<file path="src/rtl/div_pkg.sv">
// Shared types and defaults for the sequential restoring divider.
package div_pkg;

  typedef enum logic [1:0] {
    IDLE,
    CALC,
    DONE
  } div_state_t;

  localparam int DIV_W_DEFAULT = 8;

endpackage

</file>
<file path="src/rtl/sub_borrow.sv">
// N-bit ripple-borrow subtractor: diff = a - b - bin, bout is the final borrow.
module sub_borrow #(
  parameter int N = 9
) (
  input  logic [N-1:0] a,
  input  logic [N-1:0] b,
  input  logic         bin,
  output logic [N-1:0] diff,
  output logic         bout
);

  logic [N:0] br;

  always_comb begin
    br    = '0;
    diff  = '0;
    br[0] = bin;
    for (int unsigned i = 0; i < N; i++) begin
      diff[i]  = a[i] ^ b[i] ^ br[i];
      br[i+1]  = (~a[i] & b[i]) | (~(a[i] ^ b[i]) & br[i]);
    end
    bout = br[N];
  end

endmodule

</file>
<file path="src/rtl/seq_restoring_div.sv">
// Multi-cycle unsigned restoring divider with valid/ready request and result ports.
// Optional DIV_EARLY_OUT_EN: finish in one cycle when dividend < divisor.
module seq_restoring_div
  import div_pkg::*;
#(
  parameter int W     = DIV_W_DEFAULT,
  parameter int CNT_W = $clog2(W + 1)
) (
  input  logic         clk,
  input  logic         rst,
  input  logic         req_valid,
  output logic         req_ready,
  input  logic [W-1:0] dividend,
  input  logic [W-1:0] divisor,
  output logic         res_valid,
  input  logic         res_ready,
  output logic [W-1:0] quotient,
  output logic [W-1:0] remainder,
  output logic         div_by_zero
);

  div_state_t       state;
  logic [W-1:0]     r;
  logic [W-1:0]     q;
  logic [W-1:0]     d;
  logic [CNT_W-1:0] cnt;

  // The partial remainder always stays below D, so its (W+1)th bit is provably
  // zero; only the shifted trial value needs the extra bit.
  logic [W:0]   shifted;
  logic [W-1:0] t;
  logic         t_top_unused;
  logic         borrow;
  logic [W-1:0] r_nxt;
  logic [W-1:0] q_nxt;
  logic         lt;

  assign shifted = {r, q[W-1]};

  sub_borrow #(.N(W + 1)) u_step (
    .a    (shifted),
    .b    ({1'b0, d}),
    .bin  (1'b0),
    .diff ({t_top_unused, t}),
    .bout (borrow)
  );

  always_comb begin
    r_nxt = shifted[W-1:0];
    q_nxt = {q[W-2:0], 1'b0};
    if (!borrow) begin
      r_nxt = t;
      q_nxt = {q[W-2:0], 1'b1};
    end
  end

`ifdef DIV_EARLY_OUT_EN
  logic [W:0] cmp_diff_unused;

  sub_borrow #(.N(W + 1)) u_cmp (
    .a    ({1'b0, dividend}),
    .b    ({1'b0, divisor}),
    .bin  (1'b0),
    .diff (cmp_diff_unused),
    .bout (lt)
  );
`else
  assign lt = 1'b0;
`endif

  always_ff @(posedge clk) begin
    if (rst) begin
      state       <= IDLE;
      req_ready   <= 1'b1;
      res_valid   <= 1'b0;
      quotient    <= '0;
      remainder   <= '0;
      div_by_zero <= 1'b0;
      r           <= '0;
      q           <= '0;
      d           <= '0;
      cnt         <= '0;
    end else begin
      case (state)
        IDLE: begin
          if (req_valid && req_ready) begin
            req_ready   <= 1'b0;
            div_by_zero <= 1'b0;
            r           <= '0;
            q           <= dividend;
            d           <= divisor;
            cnt         <= CNT_W'(W);
            if (divisor == '0) begin
              state       <= DONE;
              quotient    <= '1;
              remainder   <= dividend;
              div_by_zero <= 1'b1;
              res_valid   <= 1'b1;
            end else if (lt) begin
              state     <= DONE;
              quotient  <= '0;
              remainder <= dividend;
              res_valid <= 1'b1;
            end else begin
              state <= CALC;
            end
          end
        end
        CALC: begin
          r   <= r_nxt;
          q   <= q_nxt;
          cnt <= cnt - 1'b1;
          if (cnt == CNT_W'(1)) begin
            state     <= DONE;
            quotient  <= q_nxt;
            remainder <= r_nxt;
            res_valid <= 1'b1;
          end
        end
        DONE: begin
          if (res_ready) begin
            state     <= IDLE;
            res_valid <= 1'b0;
            req_ready <= 1'b1;
          end
        end
        default: state <= IDLE;
      endcase
    end
  end

endmodule

</file>
<file path="config.mk">
export PLATFORM = sky130hd
export DESIGN_NAME = seq_restoring_div
export DESIGN_NICKNAME = d
export VERILOG_FILES = /design/src/rtl/div_pkg.sv /design/src/rtl/sub_borrow.sv /design/src/rtl/seq_restoring_div.sv
export SDC_FILE = /design/constraint.sdc
export NUM_CORES = 1
export LEC_CHECK = 0
export ABC_AREA = 1
export CAP_MARGIN = 10
export CORE_ASPECT_RATIO = 1.1
export CORE_MARGIN = 2
export CORE_UTILIZATION = 50
export CTS_BUF_LIST = sky130_fd_sc_hd__clkbuf_4 sky130_fd_sc_hd__clkbuf_8
export DETAILED_ROUTE_END_ITERATION = 7
export GPL_ROUTABILITY_DRIVEN = 0
export HOLD_SLACK_MARGIN = 0.08
export PLACE_DENSITY_LB_ADDON = 0.2
export SLEW_MARGIN = 25
export SYNTH_ARGS = -nofsm -noshare
export SYNTH_HDL_FRONTEND = slang
export SYNTH_HIERARCHICAL = 1
export SYNTH_SLANG_ARGS = --single-unit
export TNS_END_PERCENT = 100
</file>
<file path="constraint.sdc">
create_clock -name clk -period 3.87 [get_ports clk]
set_input_delay 0.5805 -clock clk [delete_from_list [all_inputs] [get_ports clk]]
set_output_delay 0.5805 -clock clk [all_outputs]
set_load 0.005 [all_outputs]
</file>
==> run metrics, run 1 <==
total power divided by cell area=approximately 470 mW/mm2; clock tree root buffer cell=sky130_fd_sc_hd__clkbuf_8; final WL=between 5000 and 6000 um; portion of total power attributed to sequential cells=between 30 and 40%; largest net degree at the start of global routing=35; ratio of final minimum period to clock period=106.4%; CTS tree=yes; dpl hpwl=~3800 um; Chip Width=71.91 um; fraction of the yosys area taken by sequential cells=between 30% and 40%; initial antenna violation count=0; total I/O pin count=39; Max Clock Freq=approximately 240 MHz; area added between synthesis and finish=27.38%; category of the critical setup timing path=reg -> reg; remaining design rule violation count=0; Avg Cell Area, Syn=7.330 um2; setup TNS=-2.465 ns; cells traversed along the worst timing path=inv_2 -> fa_2 -> inv_2 -> fa_2 -> fa_2 -> fa_2 -> fa_2 -> fa_2 -> fa_2 -> fa_2 -> inv_2 -> fa_2 -> inv_2 -> buf_6 -> nand2_1 -> nand2_2 -> nand2_2 -> and2_4 -> nand3_2 -> nand2_1 -> nor2_1; count of cell types in the netlist=31; Peak VDD IR=roughly 0.38 mV; synthesized instance count=between 300 and 400; number of flops mapped to enable cells by yosys=0; combinational share of power=around 31%; fin. max-slew vios=0; Tot Pwr=between 1.5 and 2 mW; commonest non-fill, non-tap cell in the layout=sky130_fd_sc_hd__nand2_1; final hold slack=between 0.4 and 0.5 ns; buffers added on ports=38; switching share of power=32.31%; proportion of layout cells with a drive suffix above 1=19.08%; run status=finished with violations; per-cell routed wire length=12.67 um; Die Area=approximately 0.0057 mm2; vias per std cell=5.067; Leak Pwr=roughly 1.3 nW; number of max-cap violations=0; starting density of the core=between 50 and 60%; worst clock skew=0.01102 ns; number of nets with antenna violations after detailed routing=0; global route total overflow=0; violated checks=negative setup slack; Slowest cell on crit path=sky130_fd_sc_hd__fa_2; fraction of registers with async set/reset=0%; clock insertion delay at the later pin of the skew report=a little over 0.3 ns; clock transition time at the flip-flop clock pins of the worst setup and hold paths=~0.10 ns; pre-CTS worst setup slack=-0.2974 ns; cell area after synthesis=about 0.0025 mm2; highest-count cells in the layout ignoring fill and taps=sky130_fd_sc_hd__nand2_1, sky130_fd_sc_hd__dfxtp_1, sky130_fd_sc_hd__nor2_1; via count=roughly 2300; setup repair after global routing missed its margin=true; total track usage=approximately 21%; vias in the first global route=2051; Synth Warn #=6; number of flip-flops and latches in the synthesized netlist=slightly below 50; CTS hold repair buffers=0; Max H-tree Level=2; biggest cell delay along the critical path=around 0.35 ns; Top cell by count, worst path=sky130_fd_sc_hd__fa_2; power share of the clock group=between 20% and 30%; number of iterations in the first detailed-routing pass=4; Crit. End Element=flip-flop; Antenna Diode Count=0; Iter 0 DRT Violations=approximately 140; total internal power=around 1.0 mW; switching power=approximately 0.49 mW; slew at the pin closest to its max-slew limit=0.9193 ns; number of rows created at floorplan=27; path type of the worst min-delay path=reg -> reg; top flip-flop cell by instance count after synthesis=sky130_fd_sc_hd__dfxtp_1; data arrival time of the critical path=roughly 4.3 ns; Worst Setup Slack, final=-0.2493 ns; setup violators final=15; final critical-path required period=4.119 ns; crit path launch type=flip-flop; standard cell core area=0.004932 mm2; wire length of the first global-routing pass=roughly 9600 um; Die H=slightly below 80 um; Filler Cells Inserted=436; CTS buffer count=5; maximum root-to-sink buffer count=2; number of failing hold endpoints at the final stage=0; required time of the critical path=4.08 ns; nets@finish=between 400 and 500; clock sink count=between 40 and 50; CP Max Fanout=5; headroom to the max-slew limit=38.65%
==> state kept, by name (all words and copies together) (netlist names) <==
register,cells
d,8
q,8
quotient,8
r,8
remainder,8
cnt,4
state,2
div_by_zero,1
req_ready,1
res_valid,1
==> path summary, 6_finish.rpt <==
| check | from | to | slack [ns] | cells past startpoint |
|---|---|---|---|---|
| max | d[0] | remainder[4] | -0.25 | 21 |
| min | res_valid | res_valid | 0.46 | 2 |
| max reg2reg | d[0] | remainder[4] | -0.25 | 21 |
| min reg2reg | res_valid | res_valid | 0.46 | 2 |
==> final cells by class <==
cell class | instances | area, um2 | share of cell area [%]
clock buffer | 5 | 68.82 | 2.130
clock inverter | 3 | 68.82 | 2.130
inverter | 40 | 152.6 | 4.725
multi-input combinational | 241 | 1368 | 42.33
sequential | 49 | 983.4 | 30.44
tap | 58 | 72.57 | 2.246
timing repair buffer | 55 | 516.7 | 16.00
==> kinds of logic after synthesis <==
group / count (synthesis) / synth area share, %
AND/OR/NAND/NOR: 160 / 28.42
AO/OA/AOI/OAI: 68 / 14.16
buffers and inverters: 57 / 10.51
flip-flops: 49 / 38.68
adder cells (fa/ha/maj): 11 / 8.091
other: 1 / 0.1479
==> stage by stage <==
| stage | std cells | utilization, % | instance area [um2] |
|---|---|---|---|
| final | 451 | 65.50 | 3231 |
| after floorplan | 347 | - | 2562 |
| after global routing | 451 | 65.50 | 3231 |
| after detailed placement | 437 | 60.32 | 2975 |
| after CTS | 450 | 64.46 | 3179 |
| after global placement | 437 | 60.32 | 2975 |
==> cells in the mapped netlist (4+ instances only) <==
| cell type | number | area, um2 |
|---|---|---|
| sky130_fd_sc_hd__nand2_1 | 79 | 296.5 |
| sky130_fd_sc_hd__dfxtp_1 | 49 | 980.9 |
| sky130_fd_sc_hd__nor2_1 | 45 | 168.9 |
| sky130_fd_sc_hd__inv_1 | 37 | 138.9 |
| sky130_fd_sc_hd__a21oi_1 | 36 | 180.2 |
| sky130_fd_sc_hd__o21ai_0 | 26 | 130.1 |
| sky130_fd_sc_hd__fa_1 | 9 | 180.2 |
| sky130_fd_sc_hd__nand4_1 | 9 | 56.30 |
| sky130_fd_sc_hd__nand3_1 | 7 | 35.03 |
| sky130_fd_sc_hd__clkbuf_1 | 5 | 18.77 |
| sky130_fd_sc_hd__and2_1 | 4 | 25.02 |
| sky130_fd_sc_hd__buf_2 | 4 | 20.02 |
| sky130_fd_sc_hd__buf_4 | 4 | 30.03 |
==> worst max-delay path, delay by kind of cell, from the launching register on <==
family	cells	cell delay (ns)
flops	1	0.33
simple gates	7	0.57
buf+inv	5	0.34
fa+ha+maj	9	2.79
==> power groups by stage <==
stage	clock, mW	combinational (mW)	sequential, mW
CTS	0.456	0.464	0.605
finish	0.442	0.477	0.604
global placement	0	0.432	0.613
floorplan	0	0.320	0.612
global route	0.473	0.540	0.612
detailed placement	0	0.440	0.615
==> what timing repair did <==
action                     4_1_cts  5_1_grt
hold endpoints to repair         0        0
pin swaps                        3        5
cloned                           1        0
setup endpoints to repair       17       18
gates resized for setup         18       13
setup buffers                    4        1
==> routing by layer <==
layer / GRT usage [%] / part of all wire [%]
met2: 35.93 / 50
met1: 27.93 / 45
met3: 4.569 / 5.0
met5: 0 / 0
met4: 6.226 / 0.74
Note: power is estimated with default switching activity, not from simulation.
==> inputs of run 2 (changes only) <==
==> constraint.sdc (replaced) <==
create_clock -name clk -period 3.64 [get_ports clk]
set_input_delay 0.546 -clock clk [delete_from_list [all_inputs] [get_ports clk]]
set_output_delay 0.546 -clock clk [all_outputs]
set_load 0.005 [all_outputs]
==> run 2 against run 1 <==
The run still ends with negative setup slack left; sequential power up 6.5%; sequential cell count unchanged; global-route usage up 0.17 points; via count down 1.8%; count of clock-buffer cells in the layout up 2; worst hold slack worse by 0.010 ns; sequential share of layout area up 0.63 points; power up 1.6%; combinational power up 2%; largest power group unchanged.
==> run metrics, run 2 (synthesized netlist as in run 1, its figures left out) <==
wire length of the first global-routing pass=9591 um (+0.37%); finished layout cell area=0.003166 mm2 (-2.0%); clock tree root buffer cell=sky130_fd_sc_hd__clkbuf_8; total track usage=21.65% (+0.17 points); global route total overflow=0 (unchanged); Crit. End Element=flip-flop; largest net degree at the start of global routing=35 (unchanged); violated checks=negative setup slack; clock transition time at the flip-flop clock pins of the worst setup and hold paths=0.09 ns (about the same); clock sink count=49 (unchanged); starting density of the core=51.42% (unchanged); Slowest cell on crit path=sky130_fd_sc_hd__fa_2; Worst Setup Slack, final=-0.3945 ns (-0.1451 ns); commonest non-fill, non-tap cell in the layout=sky130_fd_sc_hd__nand2_1; Die H=78.70 um (unchanged); headroom to the max-slew limit=58.80% (+20 points); CTS tree=yes; number of nets with antenna violations after detailed routing=0 (unchanged); number of max-cap violations=0 (unchanged); cell count of the worst reg-to-reg path=21 (unchanged); Max Clock Freq=247.9 MHz (+2.1%); path type of the worst min-delay path=reg -> reg; footprint of the multi-input gates=0.001339 mm2 (-2.1%); crit path launch type=flip-flop; pre-CTS worst setup slack=-0.4332 ns (-0.1358 ns); Leak Pwr=1.290 nW (-1.2%); area added between synthesis and finish=24.82%; Chip Width=71.91 um (unchanged); register cell area after layout=983.4 um2 (unchanged); total I/O pin count=39 (unchanged); placed instance area=0.002985 mm2 (+0.34%); setup violators final=18 (+3); vias in the first global route=2137 (+4.2%); per-cell routed wire length=12.29 um (-2.9%); via count=2244 (-1.8%); initial antenna violation count=0 (unchanged); final standard cell utilization of the core=64.18% (-1.3 points); CTS buffer count=5 (unchanged); final WL=5520 um (-3.4%); standard cell core area=0.004932 mm2 (unchanged); fin. max-slew vios=0 (unchanged); Max H-tree Level=2 (unchanged); CP Max Fanout=5 (unchanged); Die Area=0.005659 mm2 (unchanged); setup repair after global routing missed its margin=true; proportion of layout cells with a drive suffix above 1=16.11% (-3.0 points); final critical-path required period=4.034 ns (-0.08487 ns); number of failing hold endpoints at the final stage=0 (unchanged); dpl hpwl=3931 um (+2.9%); maximum root-to-sink buffer count=2 (unchanged); Top cell by count, worst path=sky130_fd_sc_hd__fa_2; required time of the critical path=3.85 ns (-0.23 ns); number of iterations in the first detailed-routing pass=4 (unchanged); depth of the worst hold-timing path=2 (unchanged); Peak VDD IR=0.3122 mV (-19%); ratio of final minimum period to clock period=110.8% (+4.4 points); worst clock skew=0.006623 ns (-0.004397 ns); data arrival time of the critical path=4.25 ns (-0.08 ns); buffers added on ports=38 (unchanged); CTS hold repair buffers=0 (unchanged); total power divided by cell area=489.1 mW/mm2 (+3.7%); highest-count cells in the layout ignoring fill and taps=sky130_fd_sc_hd__nand2_1, sky130_fd_sc_hd__dfxtp_1, sky130_fd_sc_hd__nor2_1; vias per std cell=4.998 (-1.4%); run status=finished with violations; category of the critical setup timing path=reg -> reg; clock insertion delay at the later pin of the skew report=0.31 ns (about the same); biggest cell delay along the critical path=0.35 ns (about the same); Antenna Diode Count=0 (unchanged); slew at the pin closest to its max-slew limit=0.6165 ns (-0.3028 ns); cells traversed along the worst timing path=inv_2 -> fa_1 -> inv_1 -> fa_2 -> fa_2 -> fa_2 -> fa_2 -> fa_2 -> fa_2 -> fa_2 -> inv_2 -> fa_2 -> inv_2 -> buf_6 -> nand2_1 -> nand2_1 -> nand2_2 -> and2_4 -> nand3_2 -> nand2_1 -> nor2_1; nets@finish=421 (-0.47%); Filler Cells Inserted=456 (+4.6%); remaining design rule violation count=0 (unchanged); Iter 0 DRT Violations=136 (-4.2%); number of rows created at floorplan=27 (unchanged)
run 2: cell count changes in the layout (fill, tap and decap cells not counted), sizes merged:
cell / previous run / this run
bufinv: 2 / 1
inv: 41 / 40
buf: 17 / 15
clkbuf: 5 / 7
run 2: worst paths after layout:
check	from	end	slack, ns
setup / recovery	d[0]	remainder[4]	-0.39
hold / removal	res_valid	res_valid	0.45
setup reg to reg	d[0]	remainder[4]	-0.39
hold reg to reg	res_valid	res_valid	0.45
run 2: final cells by class:
class | instances | share of cell area, %
clock buffers | 7 | 2.846
clock inverters | 1 | 0.9486
inverters | 40 | 4.743
multi-input cells | 241 | 42.29
flip-flops and latches | 49 | 31.07
well taps | 58 | 2.292
repair buffers | 53 | 15.81
run 2: layer usage:
| layer | GRT usage (%) | share of wire (%) | vias up |
|---|---|---|---|
| met4 | 9.623 | 2.0 | 0 |
| met2 | 38.43 | 50 | 44 |
| li1 | - | - | 1181 |
| met5 | 0 | 0 | - |
| met3 | 2.665 | 2.8 | 9 |
| met1 | 26.00 | 45 | 1010 |
run 2: power breakdown:
group | switching (mW) | leakage, nW | internal (mW)
Combinational | 0.278 | 0.826 | 0.208
Sequential | 0.0407 | 0.402 | 0.602
Clock | 0.188 | 0.0619 | 0.232
run 2: worst max-delay path, delay by kind of cell (launching register included):
family	cells	cell delay (ns)
flip-flops	1	0.33
buffers and inverters	5	0.35
adder cells (fa/ha/maj)	9	2.73
AND/OR/NAND/NOR	7	0.53
run 2: stage by stage:
step / std cells / setup TNS [ns] / power, mW / hold slack (ns)
2_1_floorplan: 347 / -1.409 / 0.9933 / 0.4392
3_3_place_gp: 438 / -5.020 / 1.118 / 0.4410
3_5_place_dp: 438 / -5.827 / 1.122 / 0.4438
4_1_cts: 449 / -5.534 / 1.554 / 0.4577
5_1_grt: 449 / -8.492 / 1.652 / 0.4873
6_report: 449 / -5.452 / 1.548 / 0.4513
run 2: repair_timing:
action                                  4_1_cts  5_1_grt
setup buffers                                 2        0
endpoints found under the setup margin       18       18
gates resized for setup                      12        6
cloned                                        1        0
pin swaps                                     3        2
